==> config.mk <==
export PLATFORM = sky130hd
export DESIGN_NAME = mux_8way_rr
export DESIGN_NICKNAME = d
export VERILOG_FILES = /design/src/rtl/mux8_pkg.sv /design/src/rtl/mux_8way_rr_arb8.sv /design/src/rtl/mux_8way_rr.sv
export SDC_FILE = /design/constraint.sdc
export NUM_CORES = 1
export LEC_CHECK = 0
export CAP_MARGIN = 20
export CELL_PAD_IN_SITES_DETAIL_PLACEMENT = 0
export CELL_PAD_IN_SITES_GLOBAL_PLACEMENT = 1
export CORE_ASPECT_RATIO = 0.7
export CORE_MARGIN = 4
export CORE_UTILIZATION = 25
export DETAILED_ROUTE_END_ITERATION = 7
export GPL_TIMING_DRIVEN = 0
export PLACE_DENSITY_LB_ADDON = 0.3
export SLEW_MARGIN = 40
export SYNTH_ARGS = -nofsm -noshare
export SYNTH_HDL_FRONTEND = slang
export SYNTH_SLANG_ARGS = --single-unit
==> constraint.sdc <==
create_clock -name clk -period 4.9 [get_ports clk]
set_input_delay 0.49 -clock clk [delete_from_list [all_inputs] [get_ports clk]]
set_output_delay 0.49 -clock clk [all_outputs]
set_load 0.03 [all_outputs]
==> src/rtl/mux8_pkg.sv <==
// mux8_pkg: shared constants and helpers for the 8-way round-robin merge path.
//   N_CH    - number of input channels
//   SEL_W   - width of a channel index
//   PTR_RST - round-robin pointer value after reset (channel 0 scanned first)
//   oh2idx  - one-hot to binary index encoder
package mux8_pkg;

  localparam int N_CH  = 8;
  localparam int SEL_W = 3;
  localparam logic [SEL_W-1:0] PTR_RST = 3'd7;

  // One-hot to index; a zero vector encodes to index 0.
  function automatic logic [SEL_W-1:0] oh2idx(input logic [N_CH-1:0] oh);
    logic [SEL_W-1:0] idx;
    idx = 3'd0;
    for (int i = 0; i < N_CH; i++) begin
      idx = idx | (oh[i] ? i[SEL_W-1:0] : 3'd0);
    end
    return idx;
  endfunction

endpackage

==> src/rtl/mux_8way_rr_arb8.sv <==
// rr_arb8: purely combinational 8-way arbiter.
//   Default build: round-robin, scanning (last+1) .. (last+8) mod 8.
//   With MUX8_FIXED_PRIO_EN defined: fixed priority, lowest channel wins,
//   and the last input is ignored.
// Ports:
//   req  [7:0] in  - per-channel requests
//   last [2:0] in  - most recently granted channel
//   en         in  - when low, no grant is issued
//   gnt  [7:0] out - one-hot grant, or zero
module rr_arb8
  import mux8_pkg::*;
(
  input  logic [N_CH-1:0]  req,
  input  logic [SEL_W-1:0] last,
  input  logic             en,
  output logic [N_CH-1:0]  gnt
);

  logic             w_found;
  logic [SEL_W-1:0] w_ch;

`ifdef MUX8_FIXED_PRIO_EN
  logic w_unused_last;
  assign w_unused_last = ^last;

  // Fixed priority: the first requester from channel 0 upward wins.
  always_comb begin
    gnt     = 8'd0;
    w_found = 1'b0;
    w_ch    = 3'd0;
    for (int i = 0; i < N_CH; i++) begin
      w_ch      = i[SEL_W-1:0];
      gnt[w_ch] = en & ~w_found & req[w_ch];
      w_found   = w_found | req[w_ch];
    end
  end
`else
  // Round-robin: the 3-bit add wraps naturally, and k=8 lands on last itself,
  // so the previous winner is considered only after everyone else.
  always_comb begin
    gnt     = 8'd0;
    w_found = 1'b0;
    w_ch    = 3'd0;
    for (int k = 1; k <= N_CH; k++) begin
      w_ch      = last + k[SEL_W-1:0];
      gnt[w_ch] = en & ~w_found & req[w_ch];
      w_found   = w_found | req[w_ch];
    end
  end
`endif

endmodule

==> src/rtl/mux_8way_rr.sv <==
// mux_8way_rr: merges eight valid/ready channels into one registered output
// stream. Each output word is tagged with its 3-bit source channel index.
// Arbitration is round-robin unless MUX8_FIXED_PRIO_EN is defined, in which
// case the lowest-numbered valid channel always wins and no pointer exists.
// Ports:
//   clk, reset            - clock, synchronous active-high reset
//   in_valid[7:0]         - per-channel valid
//   in_data[8*WIDTH-1:0]  - channel i at [i*WIDTH +: WIDTH]
//   in_ready[7:0]         - per-channel ready, one-hot or zero
//   out_valid/out_data/out_sel - registered output word and its source index
//   out_ready             - downstream accepts the word
//   out_count[CNT_W-1:0]  - words accepted downstream, wrapping
module mux_8way_rr
  import mux8_pkg::*;
#(
  parameter int WIDTH = 8,
  parameter int CNT_W = 16
) (
  input  logic                  clk,
  input  logic                  reset,
  input  logic [N_CH-1:0]       in_valid,
  input  logic [N_CH*WIDTH-1:0] in_data,
  output logic [N_CH-1:0]       in_ready,
  output logic                  out_valid,
  output logic [WIDTH-1:0]      out_data,
  output logic [SEL_W-1:0]      out_sel,
  input  logic                  out_ready,
  output logic [CNT_W-1:0]      out_count
);

  logic             r_out_valid;
  logic [WIDTH-1:0] r_out_data;
  logic [SEL_W-1:0] r_out_sel;
  logic [CNT_W-1:0] r_count;

  logic [SEL_W-1:0] w_last;
  logic             w_load_ok;
  logic             w_en;
  logic [N_CH-1:0]  w_gnt;
  logic             w_xfer;
  logic [SEL_W-1:0] w_idx;
  logic             w_drain;

  // The register may load when it is empty or being drained this cycle;
  // reset suppresses every ready so nothing is accepted during reset.
  assign w_load_ok = ~r_out_valid | out_ready;
  assign w_en      = w_load_ok & ~reset;
  assign w_drain   = r_out_valid & out_ready;

  rr_arb8 u_arb (
    .req  (in_valid),
    .last (w_last),
    .en   (w_en),
    .gnt  (w_gnt)
  );

  // A grant already implies valid and load_ok, so it is the transfer itself.
  assign in_ready = w_gnt;
  assign w_xfer   = |w_gnt;
  assign w_idx    = oh2idx(w_gnt);

`ifdef MUX8_FIXED_PRIO_EN
  assign w_last = PTR_RST;
`else
  logic [SEL_W-1:0] r_last;
  assign w_last = r_last;

  // Round-robin pointer: moves only when a transfer happens.
  always_ff @(posedge clk) begin
    if (reset) begin
      r_last <= PTR_RST;
    end else if (w_xfer) begin
      r_last <= w_idx;
    end
  end
`endif

  // Output register: load on transfer, empty on drain without reload.
  always_ff @(posedge clk) begin
    if (reset) begin
      r_out_valid <= 1'b0;
      r_out_data  <= '0;
      r_out_sel   <= 3'd0;
    end else if (w_xfer) begin
      r_out_valid <= 1'b1;
      r_out_data  <= in_data[w_idx*WIDTH +: WIDTH];
      r_out_sel   <= w_idx;
    end else if (w_drain) begin
      r_out_valid <= 1'b0;
    end
  end

  // Accepted-word counter, wraps modulo 2^CNT_W.
  always_ff @(posedge clk) begin
    if (reset) begin
      r_count <= '0;
    end else if (w_drain) begin
      r_count <= r_count + {{(CNT_W-1){1'b0}}, 1'b1};
    end
  end

  assign out_valid = r_out_valid;
  assign out_data  = r_out_data;
  assign out_sel   = r_out_sel;
  assign out_count = r_count;

endmodule

# After elaboration in Yosys (flattened, before gate mapping)
# Index checks and enable logic that the tools add are counted.
[totals]
input_bits = 75
ff_bits = 31
elab_cells = 128
[op_classes]
bitwise = 40
n_addsub = 8
order_cmp = 16
shifts = 1
n_reduce_logical = 10
muxes = 48
[ops]
columns = ["cell", "count"]
rows = [
  ["64-bit by 7-bit variable part select with 8-bit output", 1],
  ["8-bit bitwise mux", 7],
  ["3-bit by 4-bit less-than comparator with 1-bit output, second input constant", 8],
  ["1-bit binary-select mux with 3-bit select", 8],
  ["1-bit demux with 3-bit select", 8],
  ["3-bit by 1-bit >= comparator with 1-bit output, second input constant", 8],
  ["1-bit two-way mux", 19],
  ["1-bit bitwise AND", 17],
  ["16-bit by 1-bit adder with 16-bit output, second input constant", 1],
  ["3-bit adder, second input constant", 4],
  ["3-bit two-way mux", 4],
  ["1-bit NOT", 9],
  ["3-bit OR", 3],
  ["8-bit bitwise AND", 1],
  ["1-bit logical AND", 8],
  ["8-bit OR reduction", 1],
  ["1-bit OR", 7],
  ["3-bit by 2-bit adder with 3-bit output, second input constant", 2],
  ["2-bit two-way mux", 2],
  ["3-bit by 1-bit adder with 3-bit output, second input constant", 1],
  ["2-bit by 3-bit OR with 3-bit output", 1],
  ["1-bit by 2-bit OR with 2-bit output", 1],
  ["2-bit OR", 1],
  ["2-bit nonzero test", 1],
]

# Depth between registers and ports, before layout
[logic_depth]
depth_word = 21
depth_mapped = 19
mapped_depth_nobuf = 13

# Hierarchy
# Synthesis repeated with hierarchy kept, for this count alone.
[hier_totals]
cells_unflattened = 357
area_unflattened_um2 = 3109.2
[modules_own_cells]
columns = ["mod", "cells_each", "instances", "seq_area_each_um2", "area_per_inst_um2"]
rows = [
  ["mux_8way_rr", 183, 1, 620.6, 1781.7],
  ["rr_arb8", 174, 1, 0.0, 1327.5],
]

# Worst setup path after synthesis
# No wires, ideal clock.
[synth_path]
path_kind = "reg-to-reg"
startpoint = "reg r_last[0]"
endpoint = "reg r_last[0]"
path_stages_with_launch = 16
arrival_ps = 4336
setup_time_ps = 120
path_slack_ps = 444
period_less_slack_ps = 4456
path_cell_list = "dfxtp_1 buf_6 buf_2 inv_2 ha_1 buf_2 mux4_2 or4_4 nor4_2 a31o_2 a21oi_1 o21ai_0 nor3_2 and2_1 buf_2 a211o_1"
[synth_between]
word_cells_on_any_way = 110
cone_classes = "add/sub (7); order compare (16); mux (43); bitwise (35); reduce/logical (9)"
[synth_lines]
columns = ["item", "line_no", "source"]
rows = [
  ["start: declaration", "mux_8way_rr.sv:65", "logic [SEL_W-1:0] r_last;"],
  ["start signal: assignment", "mux_8way_rr.sv:73", "r_last <= w_idx;"],
  ["3-bit by 1-bit adder with 3-bit output / 3-bit by 2-bit adder with 3-bit output (equally long branches)", "mux_8way_rr_arb8.sv:45", "w_ch = last + k[SEL_W-1:0];"],
  ["3-bit by 4-bit less-than comparator with 1-bit output (not written as such), or another cell as far along", "mux_8way_rr_arb8.sv:46", "gnt[w_ch] = en & ~w_found & req[w_ch];"],
  ["1-bit logical AND (not written as such) / 1-bit two-way mux (equally long branches)", "mux_8way_rr_arb8.sv:46, mux_8way_rr_arb8.sv:47", ""],
  ["1-bit two-way mux (not written as such), or another cell as far along", "mux_8way_rr_arb8.sv:46", ""],
  ["1-bit demux with 3-bit select, or another cell as far along", "-", ""],
  ["8-bit bitwise AND (no line), or another cell as far along", "-", ""],
  ["8-bit bitwise mux, or another cell as far along (4 in a row)", "mux_8way_rr_arb8.sv:46", ""],
  ["8-bit bitwise mux / 1-bit bitwise AND (equally long branches) (2 in a row)", "mux_8way_rr_arb8.sv:46", ""],
  ["8-bit bitwise mux (*)", "mux_8way_rr_arb8.sv:46", ""],
  ["net in_ready[0]", "mux_8way_rr.sv:23", "output logic [N_CH-1:0] in_ready,"],
  ["8-bit OR reduction (*)", "mux_8way_rr.sv:59", "assign w_xfer = |w_gnt;"],
]
# Mark *: on every way through the listed nets, which the timed path passes. The rest lies on a longest branch. The select of a mux whose other input is x is not followed.
# A chain may end at the register's enable or synchronous reset.

# Final worst setup path
[layout_path]
startpoint = "reg r_last[0]"
endpoint = "reg r_out_data[3], in the netlist out_data[3]"
[layout_between]
elab_chain_cells = 21
word_cells_on_any_way = 114
cone_classes = "add/sub (7); order compare (16); shift (1); mux (46); bitwise (35); reduce/logical (9)"
[layout_rtl]
columns = ["item", "line_no", "source"]
rows = [
  ["3-bit by 1-bit adder with 3-bit output / 3-bit by 2-bit adder with 3-bit output (equally long branches)", "mux_8way_rr_arb8.sv:45", ""],
  ["3-bit by 4-bit less-than comparator with 1-bit output (not written as such), or another cell as far along", "mux_8way_rr_arb8.sv:46", ""],
  ["1-bit logical AND (not written as such) / 1-bit two-way mux (equally long branches)", "mux_8way_rr_arb8.sv:46, mux_8way_rr_arb8.sv:47", ""],
  ["1-bit two-way mux (not written as such), or another cell as far along", "mux_8way_rr_arb8.sv:46", ""],
  ["1-bit demux with 3-bit select, or another cell as far along", "-", ""],
  ["8-bit bitwise AND (no line), or another cell as far along", "-", ""],
  ["8-bit bitwise mux, or another cell as far along (4 in a row)", "mux_8way_rr_arb8.sv:46", ""],
  ["8-bit bitwise mux / 1-bit bitwise AND (equally long branches) (2 in a row)", "mux_8way_rr_arb8.sv:46", ""],
  ["8-bit bitwise mux (*)", "mux_8way_rr_arb8.sv:46", ""],
  ["1-bit two-way mux / 2-bit two-way mux (equally long branches)", "mux8_pkg.sv:17", "idx = idx | (oh[i] ? i[SEL_W-1:0] : 3'd0);"],
  ["1-bit by 2-bit OR with 2-bit output", "mux8_pkg.sv:17", ""],
  ["2-bit OR", "mux8_pkg.sv:17", ""],
  ["2-bit by 3-bit OR with 3-bit output", "mux8_pkg.sv:17", ""],
  ["3-bit OR (3 in a row)", "mux8_pkg.sv:17", ""],
  ["64-bit by 7-bit variable part select with 8-bit output", "mux_8way_rr.sv:86", "r_out_data <= in_data[w_idx*WIDTH +: WIDTH];"],
  ["end signal: assignment", "mux_8way_rr.sv:86", ""],
  ["end: declaration", "mux_8way_rr.sv:32", "logic [WIDTH-1:0] r_out_data;"],
]
# Mark *: on every way between the ends. The rest lies on a longest branch, timed or not. The select of a mux whose other input is x is not followed.

==> results.toml <==
[worst_setup_path]
cells_on_worst_reg2reg_path = 18
crit_required_ns = 5.04
timing.critical_path.to_type = "flop"
critical_path_class = "reg -> reg"
cp.arrival_ns = 4.85
cp_max_fo = 10
launching_element_type_of_the_critical_path = "flop"

[logic_synthesis]
synth_warnings = 0
synthCells = 403
syn-cell-area_um2 = 3360
primary_ff_master_synth = "sky130_fd_sc_hd__dfxtp_1"
mappedNetlistNets = 485
ys_async_sr_fraction = 0
synth.distinct_cells = 73
post-synth-top-area-cell = "sky130_fd_sc_hd__dfxtp_1"
synth_area_per_cell_um2 = 8.34
synth.yosys.seq_area_share = 0.185
number_of_flops_mapped_to_enable_cells_by_yosys = 0
synth.area.top_cells = "sky130_fd_sc_hd__dfxtp_1 (18%), sky130_fd_sc_hd__mux4_2 (6.7%), sky130_fd_sc_hd__mux2i_1 (6.3%)"
post-synth-top-area-fraction = 0.185
yosys_register_bits = 31

[die]
chipWidth_um = 147
initial_core_utilization = 0.255
fp-row-count = 35
die_area_um2 = 15400
pin_count = 111
die_h_um = 105
design.core.area_um2 = 13200

[placed_design]
detailedPlacementHpwl_um = 9880
dpl.cell_count = 697
port_buffers = 109
gp_congestion = 0.916

[finish]
antenna_cells_inserted = 0
finalNetCount = 602
areaGrowthSynthToFinish_pct = 46.2
drive_above_1_share = 0.144
fillers = 1344
post_layout_nonfiller_instances = 706

[route]
via_per_inst = 5.27
detail-route-antenna-nets = 0
drt-initial-drc-count = 342
total_iterations_of_the_first_detailed_routing_run = 5
num_vias = 3724
remaining_drc_errors = 0
wire_per_inst_um = 17.7
wirelength_um = 12500

[grt]
grt_first_pass_wirelength_um = 19600
vias_in_the_first_global_route = 3700
grt_remaining_overflow = 0
grt_antenna_before_repair = 0
grt_use_total = 0.155
grt_start_max_net_pins = 11

[sta]
final.hold.worst_slack_ns = 0.454
report.final.hold_viol_count = 0
drv_slew = 0
worst_clock_skew_ns = 0.00253
fin_crit_ns = 4.71
final_min_period_over_clock_period = 0.961
worst_slew_pin_slew_ns = 0.791
timing.final.setup_violations = 0
worst_slew_margin_rel = 0.458
tns_ns = 0
fmax_mhz = 212

[power_and_ir_drop]
cellLeakagePower_nw = 1.88
ir_drop_mv = 0.274
powerDensity_nw_per_um2 = 748
report.power.total_mw = 3.68

[clocking]
clock_sink_count = 31
path_clk_slew_ns = 0.05
ctsHtreeMaxLevel = 2
cts_tree = "yes"
cts.root.buffer_cell = "sky130_fd_sc_hd__clkbuf_16"
postCtsHoldBufs = 0
cts_max_path_buffers = 2
clock_latency_ns = 0.27
cts_made_buffers = 5

[status]
run_status = "complete, no violations"

[flow_run]
maxCapViolations = 0

[worst_hold_path]
worstHoldPathCells = 2
hold_path.class = "reg -> reg"
final timing paths:
check	startpoint	endpoint	slack [ns]
max	r_last[0]	out_data[3]	0.19
min reg2reg	out_sel[2]	out_sel[2]	0.45
max reg2reg	r_last[0]	out_data[3]	0.19
min	out_sel[2]	out_sel[2]	0.45
area by class of cell:
| cell class | instances | area, um^2 | area share |
|---|---|---|---|
| multi-input cells | 338 | 2640 | 0.536 |
| repair buffers | 110 | 1090 | 0.222 |
| flip-flops and latches | 31 | 621 | 0.126 |
| well taps | 185 | 231 | 0.0471 |
| plain buffers | 26 | 165 | 0.0336 |
| clock buffers | 6 | 129 | 0.0262 |
| inverters | 8 | 30.0 | 0.00611 |
| clock inverters | 2 | 12.5 | 0.00255 |
worst max-delay path, cell delays in order, from the launching register on:
cell and delay [ns]:
sky130_fd_sc_hd__dfxtp_1 0.36, sky130_fd_sc_hd__buf_6 0.14, sky130_fd_sc_hd__buf_2 0.22, sky130_fd_sc_hd__inv_2 0.16, sky130_fd_sc_hd__ha_1 0.39, sky130_fd_sc_hd__clkbuf_4 0.25, sky130_fd_sc_hd__mux2_1 0.34, sky130_fd_sc_hd__mux4_2 0.56
sky130_fd_sc_hd__a21oi_2 0.26, sky130_fd_sc_hd__a31oi_1 0.17, sky130_fd_sc_hd__a2111oi_2 0.41, sky130_fd_sc_hd__nor4_2 0.12, sky130_fd_sc_hd__nor3b_4 0.18, sky130_fd_sc_hd__and2_4 0.17, sky130_fd_sc_hd__buf_6 0.13, sky130_fd_sc_hd__buf_6 0.15
sky130_fd_sc_hd__a211oi_1 0.30, sky130_fd_sc_hd__a211o_1 0.16, sky130_fd_sc_hd__o211ai_1 0.09
registers in the layout (all words and copies together), names as in the netlist:
signal	flops
r_last	3
out_sel	3
out_valid	1
out_data	8
out_count	16
logic make-up (layout without fill, tap and decap cells):
kind of cell             count (synthesis)  count (layout)  share of synthesized area
AO/OA/AOI/OAI                           98              98                      0.227
XOR/XNOR                                19              19                     0.0517
adder cells (fa/ha/maj)                  7               7                     0.0261
buffers and inverters                   34             152                     0.0573
flip-flops                              31              31                      0.185
multiplexers                            53              53                      0.207
AND/OR/NAND/NOR                        161             161                      0.247
Yosys cell counts, types with 6 or more instances:
cell type and instances:
sky130_fd_sc_hd__nand2_1 45, sky130_fd_sc_hd__nor2_1 38, sky130_fd_sc_hd__dfxtp_1 31, sky130_fd_sc_hd__mux2i_1 21, sky130_fd_sc_hd__nand3_1 18, sky130_fd_sc_hd__xor2_1 13, sky130_fd_sc_hd__a21oi_1 12, sky130_fd_sc_hd__mux2_2 12
sky130_fd_sc_hd__clkbuf_1 11, sky130_fd_sc_hd__mux4_2 10, sky130_fd_sc_hd__a2bb2oi_1 8, sky130_fd_sc_hd__nor3_1 8, sky130_fd_sc_hd__a211oi_1 7, sky130_fd_sc_hd__ha_1 7, sky130_fd_sc_hd__inv_1 7, sky130_fd_sc_hd__mux2_1 7
sky130_fd_sc_hd__nand2b_1 7, sky130_fd_sc_hd__a211o_1 6, sky130_fd_sc_hd__a31oi_1 6, sky130_fd_sc_hd__a32oi_1 6, sky130_fd_sc_hd__and3_1 6, sky130_fd_sc_hd__buf_2 6, sky130_fd_sc_hd__nand4_1 6, sky130_fd_sc_hd__nor2b_1 6
sky130_fd_sc_hd__o22ai_1 6
power by group:
part	internal [mW]	switching [mW]
Clock	0.187	0.112
Sequential	0.324	0.0385
Combinational	1.28	1.74
cell usage in the layout, fill, tap and decap left out, types with 6 or more instances in the layout:
cell	count
sky130_fd_sc_hd__nor2b_1	6
sky130_fd_sc_hd__nor3_1	8
sky130_fd_sc_hd__inv_1	7
sky130_fd_sc_hd__clkbuf_1	12
sky130_fd_sc_hd__mux2_1	7
sky130_fd_sc_hd__mux2i_1	21
sky130_fd_sc_hd__dfxtp_1	31
sky130_fd_sc_hd__ha_1	7
sky130_fd_sc_hd__a21oi_1	12
sky130_fd_sc_hd__nand4_1	6
sky130_fd_sc_hd__nand2_1	45
sky130_fd_sc_hd__a211oi_1	6
sky130_fd_sc_hd__mux4_2	10
sky130_fd_sc_hd__a31oi_1	6
sky130_fd_sc_hd__a32oi_1	6
sky130_fd_sc_hd__a211o_1	6
sky130_fd_sc_hd__nand2b_1	7
sky130_fd_sc_hd__clkdlybuf4s50_1	101
sky130_fd_sc_hd__mux2_2	12
sky130_fd_sc_hd__a2bb2oi_1	8
sky130_fd_sc_hd__nor2_1	38
sky130_fd_sc_hd__xor2_1	13
sky130_fd_sc_hd__nand3_1	18
sky130_fd_sc_hd__and3_1	6
layer usage:
layer  track usage  vias up  part of all wire
li1              -     1764                 -
met1         0.221     1757              0.46
met2         0.230      190              0.44
met3        0.0537       13             0.096
met4        0.0221        0            0.0086
met5             0        -                 0
metrics by stage:
stage               cell area [um^2]   util  setup WS [ns]
global placement                4680  0.355        -0.0225
CTS                             4840  0.367         0.0202
floorplan                       3360      -          0.444
global route                    4920  0.373        -0.0195
detailed placement              4690  0.356         0.0110
finish                          4920  0.373          0.189
timing repair:
item / in CTS / in global routing
gates resized for setup: 7 / 18
buffers inserted: 0 / 1
endpoints found under the setup margin: 6 / 20
pin swaps: 0 / 1
Note: power is estimated with default switching activity, not from simulation.
